--- src/rtl/pc_seq_pkg.sv ---
// Shared types for the PC sequencer: FSM states, default vectors and
// redirect priority encoding.
package pc_seq_pkg;

    typedef enum logic [1:0] {
        S_BOOT  = 2'd0,
        S_FETCH = 2'd1,
        S_HALT  = 2'd2
    } state_t;

    localparam logic [31:0] DEF_RESET_VECTOR = 32'h0000_0000;
    localparam logic [31:0] DEF_EXC_VECTOR   = 32'h0000_0080;

    // Ordered so that a numerically larger value always wins.
    typedef enum logic [1:0] {
        PRI_NONE   = 2'd0,
        PRI_BRANCH = 2'd1,
        PRI_JUMP   = 2'd2,
        PRI_EXC    = 2'd3
    } redir_pri_t;

    function automatic redir_pri_t redirect_pri(input logic exc, input logic jmp,
                                                input logic br);
        if (exc)      return PRI_EXC;
        else if (jmp) return PRI_JUMP;
        else if (br)  return PRI_BRANCH;
        else          return PRI_NONE;
    endfunction

endpackage

--- src/rtl/pc_target_calc.sv ---
// Combinational next-PC candidates: sequential +4, branch and J-type targets.
module pc_target_calc #(
    parameter int WIDTH = 32
) (
    input  logic [WIDTH-1:0] pc,
    input  logic [WIDTH-1:0] branch_offset,
    input  logic [25:0]      jump_target,
    output logic [WIDTH-1:0] pc_plus4,
    output logic [WIDTH-1:0] branch_target,
    output logic [WIDTH-1:0] jump_pc
);

    assign pc_plus4      = pc + WIDTH'(4);
    assign branch_target = pc_plus4 + (branch_offset << 2);
    assign jump_pc       = {pc_plus4[WIDTH-1:WIDTH-4], jump_target, 2'b00};

endmodule

--- src/rtl/pc_sequencer.sv ---
// Program counter sequencer with fetch handshake and pending-redirect capture.
// Optional fetch counter enabled by defining PC_PERF_CNT_EN.
module pc_sequencer
    import pc_seq_pkg::*;
#(
    parameter logic [31:0] RESET_VECTOR = DEF_RESET_VECTOR,
    parameter logic [31:0] EXC_VECTOR   = DEF_EXC_VECTOR,
    parameter int          WIDTH        = 32
) (
    input  logic             clk,
    input  logic             rst,
    input  logic             stall,
    input  logic             branch_taken,
    input  logic [WIDTH-1:0] branch_offset,
    input  logic             jump,
    input  logic [25:0]      jump_target,
    input  logic             exception,
    input  logic             halt,
    input  logic             imem_ack,
    output logic             imem_req,
    output logic [WIDTH-1:0] pc_out,
    output logic [WIDTH-1:0] pc_plus4,
    output logic             fetch_valid,
    output logic             flush,
    output logic [WIDTH-1:0] epc,
    output logic [WIDTH-1:0] fetch_count
);

    state_t           state;
    logic [WIDTH-1:0] pc_q, epc_q, pend_pc;
    redir_pri_t       pend_pri, evt_pri;
    logic             flush_q, accept;
    logic [WIDTH-1:0] br_tgt, j_tgt;

    pc_target_calc #(.WIDTH(WIDTH)) u_calc (
        .pc            (pc_q),
        .branch_offset (branch_offset),
        .jump_target   (jump_target),
        .pc_plus4      (pc_plus4),
        .branch_target (br_tgt),
        .jump_pc       (j_tgt)
    );

    assign imem_req    = (state == S_FETCH) && !stall && !halt;
    assign accept      = imem_req && imem_ack;
    assign fetch_valid = accept;
    assign evt_pri     = redirect_pri(exception, jump, branch_taken);

    assign pc_out = pc_q;
    assign epc    = epc_q;
    assign flush  = flush_q;

    always_ff @(posedge clk or posedge rst) begin
        if (rst) begin
            state    <= S_BOOT;
            pc_q     <= RESET_VECTOR;
            epc_q    <= '0;
            pend_pc  <= '0;
            pend_pri <= PRI_NONE;
            flush_q  <= 1'b0;
        end else begin
            flush_q <= 1'b0;
            case (state)
                S_BOOT: state <= S_FETCH;
                S_FETCH: begin
                    if (exception) begin
                        pc_q     <= EXC_VECTOR;
                        epc_q    <= pc_q;
                        pend_pri <= PRI_NONE;
                        flush_q  <= 1'b1;
                    end else if (halt) begin
                        state <= S_HALT;
                    end else if (accept) begin
                        pend_pri <= PRI_NONE;
                        if (jump) begin
                            pc_q    <= j_tgt;
                            flush_q <= 1'b1;
                        end else if (branch_taken) begin
                            pc_q    <= br_tgt;
                            flush_q <= 1'b1;
                        end else if (pend_pri != PRI_NONE) begin
                            pc_q    <= pend_pc;
                            flush_q <= 1'b1;
                        end else begin
                            pc_q <= pc_plus4;
                        end
                    end else if (evt_pri != PRI_NONE && evt_pri >= pend_pri) begin
                        // PC holds; the redirect waits for the next accepted fetch.
                        pend_pc  <= (evt_pri == PRI_JUMP) ? j_tgt : br_tgt;
                        pend_pri <= evt_pri;
                    end
                end
                S_HALT: begin
                    if (exception) begin
                        state    <= S_FETCH;
                        pc_q     <= EXC_VECTOR;
                        epc_q    <= pc_q;
                        pend_pri <= PRI_NONE;
                        flush_q  <= 1'b1;
                    end
                end
                default: state <= S_BOOT;
            endcase
        end
    end

`ifdef PC_PERF_CNT_EN
    logic [WIDTH-1:0] cnt_q;

    always_ff @(posedge clk or posedge rst) begin
        if (rst)              cnt_q <= '0;
        else if (fetch_valid) cnt_q <= cnt_q + WIDTH'(1);
    end

    assign fetch_count = cnt_q;
`else
    assign fetch_count = '0;
`endif

endmodule

--- config.mk ---
export PLATFORM = sky130hd
export DESIGN_NAME = pc_sequencer
export DESIGN_NICKNAME = d
export VERILOG_FILES = /design/src/rtl/pc_seq_pkg.sv /design/src/rtl/pc_target_calc.sv /design/src/rtl/pc_sequencer.sv
export SDC_FILE = /design/constraint.sdc
export NUM_CORES = 1
export LEC_CHECK = 0
export BUFFER_PORTS_ARGS = -buffer_cell sky130_fd_sc_hd__buf_2
export CAP_MARGIN = 20
export CORE_AREA = 3 3 146 148
export CTS_CLUSTER_DIAMETER = 60
export DETAILED_ROUTE_END_ITERATION = 7
export DIE_AREA = 0 0 149 151
export GPL_ROUTABILITY_DRIVEN = 0
export GPL_TIMING_DRIVEN = 0
export PLACE_DENSITY_LB_ADDON = 0.3
export SKIP_LAST_GASP = 1
export SLEW_MARGIN = 40
export SYNTH_ARGS = -nofsm -noshare
export SYNTH_HDL_FRONTEND = slang
export SYNTH_HIERARCHICAL = 1
export SYNTH_SLANG_ARGS = --single-unit
--- constraint.sdc ---
create_clock -name clk -period 4.3 [get_ports clk]
set_clock_uncertainty 0.1 [all_clocks]
set_input_delay 0.43 -clock clk [delete_from_list [all_inputs] [get_ports clk]]
set_output_delay 0.43 -clock clk [all_outputs]
set_load 0.02 [all_outputs]
==> metrics.md, run 1 <==
| Metric | Value |
|---|---|
| Avg Inst Size Synth | `10.0 sq um` |
| Die area | `0.0225 sq mm` |
| Grt ovf | `0` |
| Min Clock Period, post-route | `4220 ps` |
| Final Non-Filler Cells | `1270` |
| Outcome | `complete, no violations` |
| Antenna cells | `0` |
| DP Cell Count | `1241` |
| DRC viols | `0` |
| Mapped Cells | `roughly 800` |
| Crit-path max FO | `8` |
| Yosys warns | `6` |
| Worst slew pin tran | `802 ps` |
| Post-synth EDFFs | `0` |
| Top achievable clock speed | `0.237 GHz` |
| Synthesis-to-finish area growth | `21.8%` |
| Leading area contributor after synthesis | `dfrtp_1` |
| # IOs | `just under 200` |
| CP Class | `reg2reg` |
| Buf+Inv Stages, Crit Path | `0` |
| Die height | `151 um` |
| Post-synth ARST share | `1.00` |
| DRT iter0 DRCs | `271` |
| Worst EP required | `4440 ps` |
| Power, Total | `4.26 mW` |
| Vias | `6599` |
| Total CTS buffers | `9` |
| Startpoint type of the worst setup path | `register` |
| Period utilization | `0.982` |
| GRT Overall Usage | `0.198` |
| Slowest-stage cell, CP | `dfrtp_2` |
| Ranking of synthesized cells by area | `dfrtp_1 (31%), mux2_1 (9.7%), buf_4 (6.4%)` |
| PwrDens | `435 mW/mm^2` |
| Die W | `149 um` |
| CTS tree | `yes` |
| HP Class | `in2reg` |
| Synth top area share | `0.314` |
| Final nets | `1104` |
| Setup slack at placement | `-521 ps` |
| Port bufs | `between 100 and 150` |
| WP data arrival | `4360 ps` |
| Synth cell types | `between 60 and 70` |
| Antenna-violating nets left | `0` |
| FP Rows | `between 50 and 60` |
| Synth Flop Type | `dfrtp_1` |
| DRT Pass-1 Iters | `4` |
| Clk buf depth | `2` |
| Critical Path Sink Type | `register` |
| Crit path max-delay family | `compound AO/OA/AOI/OAI gates` |
| IR drop worst, VDD | `approximately 0.22 mV` |
| Max-cap violation count | `0` |
| Slowest cell delay on critical path | `430 ps` |
| Avg WL per Cell | `roughly 18 um` |
| Ratio of cells with drive above 1 in the final layout | `0.359` |
| CP cell instances | `ha_2, nand3_1, xnor2_1, ha_1, a21oi_1, nand2_1, o21ai_0, nand3b_1, a2111oi_2, nor2_1, o41ai_2, xnor2_1, mux2_1, mux2_1` |
| Fin util | `0.486` |
| Vias in the first global route | `roughly 6.4k` |
| Post-synthesis cell area | `0.00805 sq mm` |
| RSZ-0062 raised after global routing | `true` |
| First-pass GRT wire length | `around 35000 um` |
| Slew headroom | `0.465` |
| Final Hold Viols | `0` |
| Core area | `0.0202 sq mm` |
| Finish-stage setup viols | `0` |
| Clk slew on worst S/H paths | `70 ps` |
| CTS Sinks | `101` |
| H-tree Lvls | `3` |
| P_leak | `5.16 nW` |
| DP HPWL | `17200 um` |
| Post-synthesis sequential area ratio | `0.314` |
| Clk root buf | `clkbuf_16` |
| Vias per inst | `5.20` |
| Maximum number of pins on one net before global-route repair | `60` |
| Final worst setup slack | `77.0 ps` |
| Initial core utilization | `0.399` |
| Seq cells post-synth | `101` |
| Max Slew Vio Count | `0` |
| Clk_lat worst skew | `360 ps` |
| DRT Wirelength | `23200 um` |
| Initial antenna violation count | `0` |
## power breakdown
part           switching, mW  leakage [nW]  total, mW  internal (mW)
Clock                  0.369         0.126      0.787          0.418
Sequential             0.184          1.32       1.40           1.22
Combinational           1.12          3.72       2.08          0.959
## routing by layer
| layer | part of all wire | vias up | routed length (um) | global-route usage |
|---|---|---|---|---|
| met5 | 0 | - | 0 | 0 |
| met4 | 0.025 | 0 | 590 | 0.0645 |
| met3 | 0.059 | 36 | 1360 | 0.0416 |
| met2 | 0.46 | 200 | 10800 | 0.321 |
| met1 | 0.45 | 3203 | 10500 | 0.265 |
| li1 | - | 3160 | - | - |
## placed cells by master (no fill, tap or decap), types with 30 or more instances in the layout
cell | netlist | routed
conb_1 | 2 | 34
a21oi_1 | 32 | 30
buf_2 | 4 | 138
mux2_2 | 31 | 31
mux2_1 | 69 | 69
ha_1 | 40 | 36
xnor2_1 | 40 | 32
dfrtp_1 | 101 | 87
buf_4 | 69 | 86
nand2_1 | 97 | 96
mux2_4 | 30 | 30
o221ai_1 | 31 | 31
mux2i_1 | 33 | 33
## per-stage QoR
| step | setup TNS (ps) | hold slack [ps] | cell area, sq um |
|---|---|---|---|
| 6_report | 0 | 288 | 9800 |
| 3_3_place_gp | -46670 | 368 | 9180 |
| 4_1_cts | -0.374 | 282 | 9620 |
| 2_1_floorplan | 0 | 357 | 8170 |
| 5_1_grt | -64.7 | 296 | 9800 |
| 3_5_place_dp | -2350 | 344 | 9220 |
## what timing repair did
| item | CTS | global route |
|---|---|---|
| endpoints found under the setup margin | 13 | 14 |
| hold buffers | 1 | 0 |
| buffers inserted | 7 | 11 |
| resized for setup | 15 | 27 |
| pin swaps | 4 | 11 |
| hold endpoints to repair | 42 | 0 |
## worst register-to-register path, cell delays in order (launching register included)
cell	delay, ps
dfrtp_2	430
ha_2	290
nand3_1	110
xnor2_1	390
ha_1	380
a21oi_1	180
nand2_1	100
o21ai_0	250
nand3b_1	280
a2111oi_2	390
nor2_1	140
o41ai_2	330
xnor2_1	150
mux2_1	300
mux2_1	280
## logic make-up after synthesis
group	count (synthesis)	synth area share
AO/OA/AOI/OAI	131	0.113
XOR/XNOR	57	0.0630
adder cells (fa/ha/maj)	41	0.0647
buffers and inverters	121	0.0930
flip-flops	101	0.314
multiplexers	163	0.237
other	2	0.000933
AND/OR/NAND/NOR	189	0.114
## cells in the mapped netlist (2+ instances only)
cell	n
inv_2	2
a21oi_1	32
xor2_1	16
o21ai_0	19
o21bai_1	6
mux2i_1	33
mux2_1	69
buf_1	5
nand4_1	11
nor2b_1	4
a21o_1	22
nor4_1	2
nand3_1	20
clkbuf_1	24
nor3_1	3
a2111oi_0	2
xnor2_1	40
nor3b_1	2
nor4b_1	2
ha_1	40
conb_1	2
nand2b_1	2
and3_1	3
and4_1	2
inv_1	13
dfrtp_1	101
nor2_1	26
buf_2	4
nand2_1	97
a21boi_1	2
o221ai_1	31
mux2_4	30
mux2_2	31
and3_4	2
buf_4	69
a31oi_1	6
buf_6	4
## layout make-up
class                           instances  area, sq um
Tap cell                              270          338
Buffer                                102          679
Fill cell                            1922        10400
Clock buffer                           11          253
Timing Repair Buffer                  153          851
Multi-Input combinational cell        615         5050
Clock inverter                          3         22.5
Inverter                               15         63.8
Sequential cell                       101         2540
## flip-flops by register name (all words and copies together), names as in the netlist
| signal | flops |
|---|---|
| pc_out | 32 |
| epc | 32 |
| state | 2 |
| pend_pc | 32 |
| pend_pri | 2 |
| flush | 1 |
## path summary, 6_finish.rpt
check | depth (start not counted) | slack, ps | startpoint | to
min reg2reg | 1 | 390 | epc[5]$_DFFE_PP0P_ | epc[5]$_DFFE_PP0P_
min in group asynchronous | 3 | 490 | rst | pc_out[18]$_DFFE_PP0P_
max | 14 | 80 | pc_out[2]$_DFFE_PP0P_ | pend_pc[29]$_DFFE_PP0P_
min | 3 | 290 | jump_target[10] | pc_out[12]$_DFFE_PP0P_
max in group asynchronous | 4 | 2960 | rst | pc_out[7]$_DFFE_PP0P_
max reg2reg | 14 | 80 | pc_out[2]$_DFFE_PP0P_ | pend_pc[29]$_DFFE_PP0P_
(Power assumes the default switching activity.)
==> run 2, diff against run 1 <==
Settings changed: CELL_PAD_IN_SITES_DETAIL_PLACEMENT set to 1, CELL_PAD_IN_SITES_GLOBAL_PLACEMENT set to 2, CORE_AREA 3 3 146 148 to 3 3 158 160, DIE_AREA 0 0 149 151 to 0 0 161 163.
Clock period 4.3 ns to 4.8 ns, I/O delays scaled along.
==> metrics.md, run 2 (same netlist as run 1, synthesis figures left out) <==
| Metric | Value |
|---|---|
| Outcome | `complete, no violations` |
| Top achievable clock speed | `0.218 GHz` |
| Fin area | `0.00966 sq mm` |
| Vias | `6506` |
| DP Area | `0.00928 sq mm` |
| Clk_lat worst skew | `360 ps` |
| Initial core utilization | `0.342` |
| Power, Total | `3.91 mW` |
| Grt ovf | `0` |
| CP Class | `reg2reg` |
| Min Clock Period, post-route | `roughly 4600 ps` |
| Worst slew pin tran | `787 ps` |
| Crit-path max FO | `7` |
| Max Slew Vio Count | `0` |
| Max-cap violation count | `0` |
| Commonest non-fill, non-tap cell in the layout | `buf_2` |
| DRT Wirelength | `~25000 um` |
| Final Hold Viols | `0` |
| Clk slew on worst S/H paths | `about 70 ps` |
| Antenna cells | `0` |
| Clk buf depth | `2` |
| Final nets | `1092` |
| Maximum number of pins on one net before global-route repair | `62` |
| DRT iter0 DRCs | `248` |
| WHS | `between 3 and 4 ps` |
| CTS tree | `yes` |
| Slew headroom | `0.475` |
| Startpoint type of the worst setup path | `register` |
| DP HPWL | `19200 um` |
| Ratio of cells with drive above 1 in the final layout | `0.322` |
| Die height | `163 um` |
| Finish-stage setup viols | `0` |
| Commonest non-fill, non-tap cells in the layout | `buf_2 (137), dfrtp_1 (98), nand2_1 (97)` |
| Clk root buf | `clkbuf_16` |
| Critical Path Sink Type | `register` |
| GRT Overall Usage | `0.192` |
| FP Rows | `56` |
| P_leak | `5.08 nW` |
| Die W | `161 um` |
| First-pass GRT wire length | `39500 um` |
| DRC viols | `0` |
| CTS Sinks | `101` |
| H-tree Lvls | `3` |
| RSZ-0062 raised after global routing | `true` |
| Vias in the first global route | `6830` |
| DP Cell Count | `between 1k and 1.5k` |
| HP Class | `in2async` |
| Worst EP required | `4930 ps` |
| WP data arrival | `4710 ps` |
| Period utilization | `0.954` |
| IR drop worst, VDD | `around 0.21 mV` |
| Antenna-violating nets left | `0` |
| Die area | `~0.026 sq mm` |
| DRT Pass-1 Iters | `4` |
| Avg WL per Cell | `19.4 um` |
| Synthesis-to-finish area growth | `20.1%` |
| # IOs | `roughly 200` |
| Port bufs | `133` |
| Core area | `0.0235 sq mm` |
| Total CTS buffers | `9` |
| Layout fillers | `between 2k and 3k` |
| PwrDens | `~400 mW/mm^2` |
| Initial antenna violation count | `0` |
| Vias per inst | `4.97` |
| Post-CTS Hold Buffers | `0` |
| Final Non-Filler Cells | `1309` |
run 2: changes by cell type in the layout (fill, tap and decap cells not counted), sizes merged:
cell / before / now
clkbuf: 31 / 34
dlygate4sd3: 1 / 0
clkinv: 0 / 3
bufinv: 0 / 2
clkinvlp: 3 / 1
buf: 234 / 219
run 2: area by class of cell:
type,instances,area (sq um),share of cell area
clock buffer,10,239,0.0247
timing repair buffer,137,716,0.0741
clock inverter,6,86.3,0.00894
buffer,106,694,0.0719
multi-input combinational,615,4930,0.510
sequential,101,2530,0.262
tap,319,399,0.0413
inverter,15,63.8,0.00660
run 2: path summary, 6_finish.rpt:
path,to,slack [ps],startpoint,cells after the start
min,pend_pc[5]$_DFFE_PP0P_,4,rst,2
max in group asynchronous,epc[23]$_DFFE_PP0P_,3950,rst,3
max,pend_pc[29]$_DFFE_PP0P_,220,pc_out[5]$_DFFE_PP0P_,16
min in group clk,pc_out[7]$_DFFE_PP0P_,340,jump_target[5],3
min reg2reg,epc[21]$_DFFE_PP0P_,380,epc[21]$_DFFE_PP0P_,1
max reg2reg,pend_pc[29]$_DFFE_PP0P_,220,pc_out[5]$_DFFE_PP0P_,16
run 2: repair_timing:
| item | in CTS | in global routing |
|---|---|---|
| setup endpoints to repair | 3 | 9 |
| pin swaps | 1 | 1 |
| setup buffers | 2 | 1 |
| gates resized for setup | 2 | 11 |
run 2: per-stage QoR:
step	util	TNS (ps)	setup slack, ps
finish	0.410	0	221
global route	0.410	-50.2	-50.2
CTS	0.409	0	26.7
detailed placement	0.394	-239	-165
global placement	0.392	-17050	-308
floorplan	-	0	404
run 2: per-layer routing:
metal | GRT usage | vias up | part of all wire
met5 | 0 | - | 0
met4 | 0.0395 | 0 | 0.0099
li1 | - | 3136 | -
met2 | 0.319 | 136 | 0.47
met3 | 0.0376 | 15 | 0.045
met1 | 0.261 | 3219 | 0.47
run 2: worst max-delay path: stages (launching register included):
cell and delay, ps:
dfrtp_1 520, nand4_1 290, nor2_1 240, and2_2 270
nand3_1 140, xnor2_2 270, ha_1 350, a21o_1 200
a31o_2 250, nand2b_1 70, a31oi_1 120, a2111oi_1 480
nor2_1 150, o41ai_2 270, xnor2_1 160, mux2_1 290
mux2_1 280
run 2: where the power goes:
part,leakage (nW),internal (mW),switching (mW),total (mW)
logic,3.59,0.829,1.00,1.83
clock network,0.158,0.471,0.347,0.819
registers,1.33,1.09,0.174,1.26
==> run 3, diff against run 2 <==
Settings changed: ABC_AREA set to 0, CELL_PAD_IN_SITES_DETAIL_PLACEMENT 1 to not set, CELL_PAD_IN_SITES_GLOBAL_PLACEMENT 2 to not set, CORE_AREA 3 3 158 160 to 3 3 146 148, DIE_AREA 0 0 161 163 to 0 0 149 151, SETUP_SLACK_MARGIN set to 0.3.
==> metrics.md, run 3 (same netlist as run 1, synthesis figures left out) <==
| Metric | Value |
|---|---|
| Outcome | `complete, no violations` |
| Avg WL per Cell | `18.2 um` |
| DP HPWL | `17100 um` |
| Total CTS buffers | `9` |
| Die height | `151 um` |
| Initial antenna violation count | `0` |
| Period utilization | `0.889` |
| P_leak | `between 5 and 6 nW` |
| Commonest non-fill, non-tap cell in the layout | `buf_2` |
| Commonest non-fill, non-tap cells in the layout | `buf_2 (138), nand2_1 (97), dfrtp_1 (92)` |
| Synthesis-to-finish area growth | `20.8%` |
| Vias | `roughly 6.6k` |
| Clk_lat worst skew | `360 ps` |
| Final Hold Viols | `0` |
| PwrDens | `402 mW/mm^2` |
| Startpoint type of the worst setup path | `register` |
| Power, Total | `3.91 mW` |
| Min Clock Period, post-route | `4270 ps` |
| Grt ovf | `0` |
| GRT Overall Usage | `0.202` |
| Core area | `0.0202 sq mm` |
| DP Cell Count | `1241` |
| H-tree Lvls | `3` |
| FP Rows | `52` |
| R2r endpoint | `pend_pc[30]$_DFFE_PP0P_` |
| Worst slew pin tran | `829 ps` |
| Max-cap violation count | `0` |
| Final nets | `1101` |
| DP Area | `0.00921 sq mm` |
| Reg2reg start | `pc_out[12]$_DFFE_PP0P_` |
| Clk slew on worst S/H paths | `~80 ps` |
| WHS Path Cells | `3` |
| Clk buf depth | `2` |
| Clk root buf | `clkbuf_16` |
| CTS tree | `yes` |
| CTS Sinks | `101` |
| Fin area | `between 0.009 and 0.01 sq mm` |
| Antenna-violating nets left | `0` |
| Hold_sp | `jump_target[12]` |
| DRT Wirelength | `23100 um` |
| Crit-path max FO | `7` |
| Layout fillers | `between 1.5k and 2k` |
| Worst Reg2Reg Path Length in Cells | `17` |
| Fin util | `0.482` |
| CP Class | `reg2reg` |
| Slew headroom | `0.448` |
| # IOs | `197` |
| Top achievable clock speed | `around 0.23 GHz` |
| Port bufs | `133` |
| Die W | `roughly 150 um` |
| Critical Path Sink Type | `register` |
| Final Non-Filler Cells | `1270` |
| Worst EP required | `~4900 ps` |
| Hold EP | `pc_out[14]$_DFFE_PP0P_` |
| Ratio of cells with drive above 1 in the final layout | `0.338` |
| IR drop worst, VDD | `about 0.19 mV` |
| First-pass GRT wire length | `35500 um` |
| Reg-to-reg slack, setup | `about 530 ps` |
| RSZ-0062 raised after global routing | `false` |
| DRC viols | `0` |
| Die area | `0.0225 sq mm` |
| Max Slew Vio Count | `0` |
| Vias per inst | `5.16` |
| Initial core utilization | `0.399` |
| Finish-stage setup viols | `0` |
| WP data arrival | `4410 ps` |
| DRT Pass-1 Iters | `4` |
| HP Class | `in2reg` |
| Vias in the first global route | `between 6k and 7k` |
| Fin Setup TNS | `0 ps` |
| Maximum number of pins on one net before global-route repair | `66` |
| DRT iter0 DRCs | `359` |
-- run 3: per-layer routing --
metal	GRT usage	wire length (um)	vias to the layer above
li1	-	-	3158
met1	0.275	10500	3159
met2	0.331	10900	214
met3	0.0368	1430	22
met4	0.0526	333	0
met5	0	0	-
-- run 3: stage by stage --
step | setup WS [ps] | hold slack, ps
floorplan | 404 | 357
global placement | -142 | 368
detailed placement | 10.8 | 371
CTS | 305 | 330
global route | 269 | 340
finish | 531 | 342
-- run 3: how the worst max path moves through the flow --
stage / start / end / slack (ps) / depth (start not counted)
global route: pc_out[10]$_DFFE_PP0P_ / pend_pc[30]$_DFFE_PP0P_ / 270 / 16
CTS: pc_out[5]$_DFFE_PP0P_ / pend_pc[29]$_DFFE_PP0P_ / 310 / 17
detailed placement: pc_out[4]$_DFFE_PP0P_ / pend_pc[29]$_DFFE_PP0P_ / 10 / 17
floorplan: pc_out[12]$_DFFE_PP0P_ / pend_pc[30]$_DFFE_PP0P_ / 400 / 17
finish: pc_out[12]$_DFFE_PP0P_ / pend_pc[30]$_DFFE_PP0P_ / 530 / 17
global placement: pc_out[4]$_DFFE_PP0P_ / pend_pc[30]$_DFFE_PP0P_ / -140 / 15
-- run 3: cell type report --
class | instances | area (sq um) | share of cell area
Multi-Input combinational cell | 615 | 4970 | 0.511
Buffer | 106 | 694 | 0.0715
Clock inverter | 5 | 83.8 | 0.00863
Inverter | 15 | 63.8 | 0.00657
Sequential cell | 101 | 2540 | 0.261
Antenna cell | 1 | 2.50 | 0.000258
Clock buffer | 11 | 243 | 0.0250
Timing Repair Buffer | 146 | 786 | 0.0809
Tap cell | 270 | 338 | 0.0348
-- run 3: worst max-delay path, cell delays in order (launching register included) --
cell and delay, ps:
dfrtp_2 440, and4_4 260, and3_4 200, and3_4 240, and4_2 250, nand2_1 80, xnor2_2 190, ha_1 250
clkbuf_1 180, a21o_1 200, a21o_1 200, a2111oi_2 400, o211ai_1 160, nand2_1 160, o21ai_0 110, xor2_1 180
mux2_2 270, mux2_1 270
-- run 3: what timing repair did --
action                                 4_1_cts  5_1_grt
pin swaps                                    1        3
gates cloned                                 0        0
endpoints found under the hold margin       18        0
gates resized for setup                      8       18
buffers inserted                             2        9
hold buffers                                 1        0
setup endpoints to repair                    7       11
-- run 3: power breakdown --
| group | switching (mW) | internal, mW |
|---|---|---|
| sequential | 0.167 | 1.09 |
| combinational | 0.991 | 0.841 |
| clock | 0.350 | 0.473 |
